$ cat src/rtl/unsigned_mul_8x8_ha_array_sum_pkg.sv
// Shared widths and row type for the approximate 8x8 multiplier summation stage.
package unsigned_mul_8x8_ha_array_sum_pkg;

  localparam int unsigned ROW_B_W   = 7;
  localparam int unsigned ROW_T_W   = 9;
  localparam int unsigned NUM_ROWS  = 4;
  localparam int unsigned ROW_SHIFT = 2;
  localparam int unsigned PROD_W    = 17;

  // r_k tops out at 1019; a pair sum r + (r << 2) tops out at 5095.
  localparam int unsigned ROW_VAL_W  = 10;
  localparam int unsigned PAIR_W     = 13;
  localparam int unsigned PAIR_SHIFT = 2 * ROW_SHIFT;

  typedef struct packed {
    logic [ROW_B_W-1:0] b;
    logic [ROW_T_W-1:0] t;
  } row_t;

endpackage

$ cat src/rtl/unsigned_mul_8x8_ha_array_sum_ha_row_value.sv
// Combinational value of one half-adder row: sum bits at weight 2^i, carries at 2^(i+2).
module unsigned_mul_8x8_ha_array_sum_ha_row_value
  import unsigned_mul_8x8_ha_array_sum_pkg::*;
(
  input  row_t                 row,
  output logic [ROW_VAL_W-1:0] value
);

  assign value = ROW_VAL_W'(row.t) + (ROW_VAL_W'(row.b) << ROW_SHIFT);

endmodule

$ cat src/rtl/unsigned_mul_8x8_ha_array_sum.sv
// Two-stage elastic summation of the four half-adder rows into a 17-bit product,
// with a saturating count of accepted row sets.
module unsigned_mul_8x8_ha_array_sum
  import unsigned_mul_8x8_ha_array_sum_pkg::*;
#(
  parameter int unsigned CNT_W = 16
) (
  input  logic               clk,
  input  logic               rst_n,
  input  logic               in_valid,
  output logic               in_ready,
  input  logic [ROW_B_W-1:0] ha_array_0_b,
  input  logic [ROW_T_W-1:0] ha_array_0_t,
  input  logic [ROW_B_W-1:0] ha_array_1_b,
  input  logic [ROW_T_W-1:0] ha_array_1_t,
  input  logic [ROW_B_W-1:0] ha_array_2_b,
  input  logic [ROW_T_W-1:0] ha_array_2_t,
  input  logic [ROW_B_W-1:0] ha_array_3_b,
  input  logic [ROW_T_W-1:0] ha_array_3_t,
  output logic               out_valid,
  input  logic               out_ready,
  output logic [PROD_W-1:0]  product,
  output logic [CNT_W-1:0]   txn_count
);

  row_t                 rows    [NUM_ROWS];
  logic [ROW_VAL_W-1:0] row_val [NUM_ROWS];

  assign rows[0] = '{b: ha_array_0_b, t: ha_array_0_t};
  assign rows[1] = '{b: ha_array_1_b, t: ha_array_1_t};
  assign rows[2] = '{b: ha_array_2_b, t: ha_array_2_t};
  assign rows[3] = '{b: ha_array_3_b, t: ha_array_3_t};

  for (genvar k = 0; k < NUM_ROWS; k++) begin : g_row
    unsigned_mul_8x8_ha_array_sum_ha_row_value u_row (
      .row   (rows[k]),
      .value (row_val[k])
    );
  end

  logic              v1_q, v2_q;
  logic [PAIR_W-1:0] s01_q, s23_q, s01_d, s23_d;
  logic [PROD_W-1:0] prod_q, prod_d;
  logic [CNT_W-1:0]  cnt_q;
  logic              s1_load, s2_load, accept;

  // in_ready is combinational from out_ready: a full pipe frees a slot in the same cycle.
  always_comb begin
    s2_load = !v2_q || out_ready;
    s1_load = !v1_q || s2_load;
    accept  = in_valid && s1_load;
    s01_d   = PAIR_W'(row_val[0]) + (PAIR_W'(row_val[1]) << ROW_SHIFT);
    s23_d   = PAIR_W'(row_val[2]) + (PAIR_W'(row_val[3]) << ROW_SHIFT);
    prod_d  = PROD_W'(s01_q) + (PROD_W'(s23_q) << PAIR_SHIFT);
  end

  always_ff @(posedge clk or negedge rst_n) begin
    if (!rst_n) begin
      v1_q   <= 1'b0;
      v2_q   <= 1'b0;
      s01_q  <= '0;
      s23_q  <= '0;
      prod_q <= '0;
      cnt_q  <= '0;
    end else begin
      if (s1_load) begin
        v1_q <= accept;
        if (accept) begin
          s01_q <= s01_d;
          s23_q <= s23_d;
        end
      end
      if (s2_load) begin
        v2_q <= v1_q;
        if (v1_q) begin
          prod_q <= prod_d;
        end
      end
      if (accept && (cnt_q != '1)) begin
        cnt_q <= cnt_q + CNT_W'(1);
      end
    end
  end

  assign in_ready  = s1_load;
  assign out_valid = v2_q;
  assign product   = prod_q;
  assign txn_count = cnt_q;

endmodule

$ cat config.mk
export PLATFORM = sky130hd
export DESIGN_NAME = unsigned_mul_8x8_ha_array_sum
export DESIGN_NICKNAME = d
export VERILOG_FILES = /design/src/rtl/unsigned_mul_8x8_ha_array_sum_pkg.sv /design/src/rtl/unsigned_mul_8x8_ha_array_sum_ha_row_value.sv /design/src/rtl/unsigned_mul_8x8_ha_array_sum.sv
export SDC_FILE = /design/constraint.sdc
export NUM_CORES = 1
export LEC_CHECK = 0
export BUFFER_PORTS_ARGS = -buffer_cell sky130_fd_sc_hd__buf_2
export CORE_ASPECT_RATIO = 0.75
export CORE_MARGIN = 5
export CORE_UTILIZATION = 50
export CTS_BUF_LIST = sky130_fd_sc_hd__clkbuf_4
export CTS_CLUSTER_SIZE = 14
export DETAILED_ROUTE_END_ITERATION = 12
export PLACE_DENSITY = 0.74
export RECOVER_POWER = 25
export SYNTH_ARGS = -nofsm -noshare
export SYNTH_HDL_FRONTEND = slang
export SYNTH_SLANG_ARGS = --single-unit
export TNS_END_PERCENT = 5
$ cat constraint.sdc
create_clock -name clk -period 2.25 [get_ports clk]
set_clock_uncertainty 0.05 [all_clocks]
set_input_delay 0.1125 -clock clk [delete_from_list [all_inputs] [get_ports clk]]
set_output_delay 0.1125 -clock clk [all_outputs]
set_load 0.01 [all_outputs]
## Word-level counts from Yosys, hierarchy flattened

Index checks and enable logic that the tools add are counted.

| cells by class | value |
|---|---|
| equal/unequal tests | 1 |
| reductions and logical operators | 8 |
| $add $sub $neg | 8 |

Operators by type and width:

| operator | count |
|---|---|
| $add 9x9->10 | 4 |
| $add 10x12->13 | 2 |
| $add 13x17->17 | 1 |
| $add 16x1->16 const B | 1 |
| $ne 16x16->1 const B | 1 |
| $reduce_and 2->1 | 2 |
| $logic_and 1x1->1 | 2 |
| $logic_not 1->1 | 2 |
| $logic_or 1x1->1 | 2 |

| storage, ports and cells | value |
|---|---|
| word-level logic and storage cells | 23 |
| input bits | 68 |
| flip-flop bits (word level) | 61 |
| output and inout port bits | 35 |

## Longest topological paths before layout

| depth | value |
|---|---|
| word-level depth | 5 |
| mapped depth | 14 |
| depth with buffers taken out | 14 |

## Cells and area by module

Synthesis repeated with hierarchy kept, for this count alone.

| second synthesis, totals | value |
|---|---|
| cell total of the unflattened synthesis | 547 |
| area, all modules | 4820.9 sq um |

Modules (own cells, without submodules):

| module | times used | cells each | sequential area each (sq um) | area each (sq um) |
|---|---|---|---|---|
| unsigned_mul_8x8_ha_array_sum | 1 | 391 | 1526.5 | 3614.7 |
| unsigned_mul_8x8_ha_array_sum_ha_row_value | 4 | 39 | 0.0 | 301.5 |

## Worst setup path after synthesis

OpenSTA, ideal clock, no wires.

| timing path | value |
|---|---|
| path type | input-to-reg |
| start | in ha_array_1_b[0] |
| end | reg s01_q[10] |
| setup time | 136 ps |
| cell stages on the path | 14 |
| buffers on the path | 0 |
| required time | 2064 ps |
| slack | -666 ps |
| data arrival time | 2730 ps |
| path through | ha_1 inv_1 fa_1 nand2b_1 nand2b_1 a21oi_1 xnor2_1 fa_1 ha_1 or2_2 or2_0 a31oi_1 xnor2_1 o21ai_0 |

| on the way | value |
|---|---|
| word-level cells in the longest chain between the ends | 2 |

RTL lines:

| what | RTL line | text |
|---|---|---|
| start: declaration | unsigned_mul_8x8_ha_array_sum.sv:14 | `input logic [ROW_B_W-1:0] ha_array_1_b,` |
| $add 9x9->10 | unsigned_mul_8x8_ha_array_sum_ha_row_value.sv:9 | `assign value = ROW_VAL_W'(row.t) + (ROW_VAL_W'(row.b) << ROW_SHIFT);` |
| $add 10x12->13 | unsigned_mul_8x8_ha_array_sum.sv:52 | `s01_d = PAIR_W'(row_val[0]) + (PAIR_W'(row_val[1]) << ROW_SHIFT);` |
| end signal: assignment | unsigned_mul_8x8_ha_array_sum.sv:61 | `s01_q <= '0;` |
| end signal: assignment | unsigned_mul_8x8_ha_array_sum.sv:69 | `s01_q <= s01_d;` |
| end: declaration | unsigned_mul_8x8_ha_array_sum.sv:42 | `logic [PAIR_W-1:0] s01_q, s23_q, s01_d, s23_d;` |

No other way between the ends.
A chain may end at the register's enable or synchronous reset.

## Worst setup path in the final report

| timing path | value |
|---|---|
| start | in ha_array_3_b[0] |
| end | reg s23_q[10] |

| on the way | value |
|---|---|
| word-level cells in the longest chain between the ends | 2 |

RTL lines:

| what | RTL line | text |
|---|---|---|
| start: declaration | unsigned_mul_8x8_ha_array_sum.sv:18 | `input logic [ROW_B_W-1:0] ha_array_3_b,` |
| $add 9x9->10 | unsigned_mul_8x8_ha_array_sum_ha_row_value.sv:9 |  |
| $add 10x12->13 | unsigned_mul_8x8_ha_array_sum.sv:53 | `s23_d = PAIR_W'(row_val[2]) + (PAIR_W'(row_val[3]) << ROW_SHIFT);` |
| end signal: assignment | unsigned_mul_8x8_ha_array_sum.sv:62 | `s23_q <= '0;` |
| end signal: assignment | unsigned_mul_8x8_ha_array_sum.sv:70 | `s23_q <= s23_d;` |
| end: declaration | unsigned_mul_8x8_ha_array_sum.sv:42 |  |

No other way between the ends.

==> impl_results.md <==
* Status: complete, but fails checks
* Failing checks: negative setup slack
* Initial Utilization at 0.510
* Nets at 737
* Routed wl met3 at 593 um
* Metal-1 WL at 4390 um
* Yosys warnings at 0
* CTS clk-pin slew, worst paths at 0.11 ns
* Chip height at roughly 90 um
* Worst Path Buf+Inv at 2
* Critical path, cell by cell: buf_2 -> ha_4 -> inv_2 -> fa_2 -> nand2b_4 -> nand2b_4 -> a21oi_2 -> xnor2_1 -> fa_1 -> ha_2 -> or2_4 -> or2_1 -> a31oi_4 -> xnor2_1 -> o21ai_1
* Worst rel slew slack at 0.372
* Ratio of cells with drive above 1 in the final layout at 0.345
* Detailed Place HPWL at ~7800 um
* Worst-margin pin slew at 0.943 ns
* Ports at 103
* R2r endpoint: product[16]
* Syn Nets at 576
* Antenna cell count at 0
* Most numerous cell in the Yosys netlist: nand2_1
* Total power at 5120 uW
* Kind of cell adding the most delay to the critical path: adder cells
* Commonest cells post-synth: 69 x nand2_1, 61 x dfrtp_1, 40 x o21ai_0, 38 x ha_1, 28 x inv_1
* Final-report max-slew violation count at 0
* Worst Slack Setup Final at -0.175 ns
* Port Buffers at 102
* Crit Path Category: in2reg
* First-pass GRT wire length at between 15000 and 20000 um
* Post-synth EDFFs at 0
* Post-Syn Area at ~4300 um^2
* Post-layout min period at 2.43 ns
* Crit path DAT at 2.67 ns
* R2R setup slack at 0.04 ns
* Drt pass-1 iters at 4
* Seq cells post-synth at 61
* Gate Count Post-Synth at around 450
* Final Hold Viols at 0
* DR top layer: met4
* Worst-Skew Late Latency at 0.40 ns
* Area growth syn-to-layout at 32.8%
* # DRC at 0
* Yosys top cell by area: dfrtp_1
* Htree depth at 3
* FFs w/ async S/R, synth at 1.00
* Routed length per instance at 13.5 um
* Required @ worst endpoint at 2.50 ns
* Reg2Reg Depth at 9
* Die width at between 100 and 150 um
* Non-Filler Instances at 725
* Clock sinks at 61
* Worst Hold Path Cells at 4
* Leak at between 0.002 and 0.003 uW
* Register area share after synthesis at 0.354
* Top_reg_cell synth: dfrtp_1
* CP max FO at 2
* Stages on the worst setup path at 15
* Tot GR Track Use at 0.193
* Via density at around 5.2
* Layout fillers at 659
* CTS Buf Count at 9
* CTS max path bufs at 2
* Area share of the largest cell type after synthesis at 0.354
* Final core utilization at 0.677
* Synth Area per Inst at 9.56 um^2
* Fin crit share at 1.08
* Initial antenna violation count at 0
* DR vias at about 3800
* Final wirelength at 9760 um
* Vias in the first global route at 3753
* Cells after DPL at 699
* Hold path startpoint: ha_array_1_t[0]
* DRT iter0 DRCs at 174
* Clock Tree Root: clkbuf_4
* Synth top area cells: dfrtp_1 35%, ha_1 11%, fa_1 8.8%
* Die area at 10600 um^2
* HP Class: in2reg
* ANT nets after route at 0
* GRT Residual Overflow at 0
* Critical R2R Launch: s01_q[4]
* FP Rows at 29
* CP Launch Type: input pin
* CP endpoint kind: flip-flop
* Hold WS at 0.0591 ns
* CTS tree: built
* Largest net degree at the start of global routing at 42
* Max Cap Viol at 0
* Crit path max-delay cell type: fa_1
* Reg area at between 1500 and 2000 um^2
* Core area at 8450 um^2
* Footprint of the multi-input gates at 2850 um^2
* Max Freq at 412 MHz
* Post-synth cell types at 48
* WL met2 at 4710 um
* Worst Hold End: s01_q[2]
* Largest stage delay, worst path at 0.44 ns
* Final setup viols at 7
* Placement Setup Slack at -0.779 ns
* PD cells at a little under 900 nW/um^2
* Worst VDD drop at 0.000592 V
* RePlAce Congestion at 0.813
* RSZ-0062 raised after global routing: true
-- worst register-to-register path, cell delays in order, from the launching register on --
cell and delay (ns):
dfrtp_1 0.37, ha_1 0.17, inv_1 0.06, fa_1 0.40, nand2b_4 0.17, a211oi_2 0.23
o211ai_1 0.17, a21oi_2 0.16, xor2_1 0.07, mux2_2 0.25
-- stage by stage --
| step | TNS [ns] | cell area (um^2) |
|---|---|---|
| 6_report | -0.880 | 5730 |
| 5_1_grt | -1.76 | 5730 |
| 4_1_cts | -0.609 | 5680 |
| 3_5_place_dp | -7.16 | 5360 |
| 3_3_place_gp | -5.93 | 5360 |
| 2_1_floorplan | -3.05 | 4380 |
-- cells in the final DEF, fill, tap and decap left out, types with 5 or more instances in the layout --
cell / n
a21oi_2: 6
nand2_1: 69
dfrtp_1: 61
nand2b_1: 12
a21oi_1: 12
ha_1: 32
fa_1: 17
o21ai_1: 10
buf_4: 45
xor2_1: 19
mux2_2: 7
inv_1: 26
o21ai_0: 36
buf_2: 99
xnor2_1: 18
clkbuf_4: 9
dlygate4sd3_1: 8
a21o_1: 9
nor2_1: 20
nand3_1: 9
nand2b_4: 5
-- worst max-delay path by stage --
stage | startpoint | to | slack [ns]
after global placement | ha_array_1_b[0] | s01_q[10] | -0.62
after detailed placement | ha_array_1_b[0] | s01_q[10] | -0.78
final | ha_array_3_b[0] | s23_q[10] | -0.18
after floorplan | ha_array_1_b[0] | s01_q[10] | -0.49
after CTS | ha_array_1_t[2] | s01_q[10] | -0.13
after global routing | ha_array_1_t[2] | s01_q[10] | -0.25
-- report_power, final --
group	switching, uW	internal [uW]
Sequential	250	1440
Combinational	1380	1330
Clock	396	331
Total	2030	3100
-- registers in the layout (all words and copies together) (netlist names) --
| register | count |
|---|---|
| product | 17 |
| txn_count | 16 |
| s01_q | 13 |
| s23_q | 13 |
| out_valid | 1 |
| v1_q | 1 |
-- per-layer routing --
metal,global-route usage,vias to the layer above
li1,-,1894
met1,0.263,1773
met2,0.314,113
met3,0.0335,7
met4,0.0554,0
met5,0,-
-- area by class of cell --
type	instances	share of cell area
tap	108	0.0236
sequential	61	0.267
timing repair buffer	157	0.171
inverter	28	0.0184
clock inverter	7	0.0116
multi-input combinational	355	0.497
clock buffer	9	0.0118
-- timing repair --
item,4_1_cts,5_1_grt
setup buffers,2,0
pin swaps,20,7
hold buffers,8,0
cloned,0,0
endpoints found under the setup margin,10,15
gates resized for setup,16,12
endpoints found under the hold margin,42,0
-- cell families (layout without fill, tap and decap cells) --
| logic type | Yosys count | in the layout | synth area share |
|---|---|---|---|
| simple gates | 144 | 144 | 0.162 |
| compound gates | 108 | 108 | 0.156 |
| flops | 61 | 61 | 0.354 |
| fa+ha+maj | 57 | 57 | 0.198 |
| xor+xnor | 38 | 38 | 0.0772 |
| buf+inv | 35 | 201 | 0.0305 |
| mux | 8 | 8 | 0.0218 |
No activity file was read; power rests on OpenSTA's default activity.
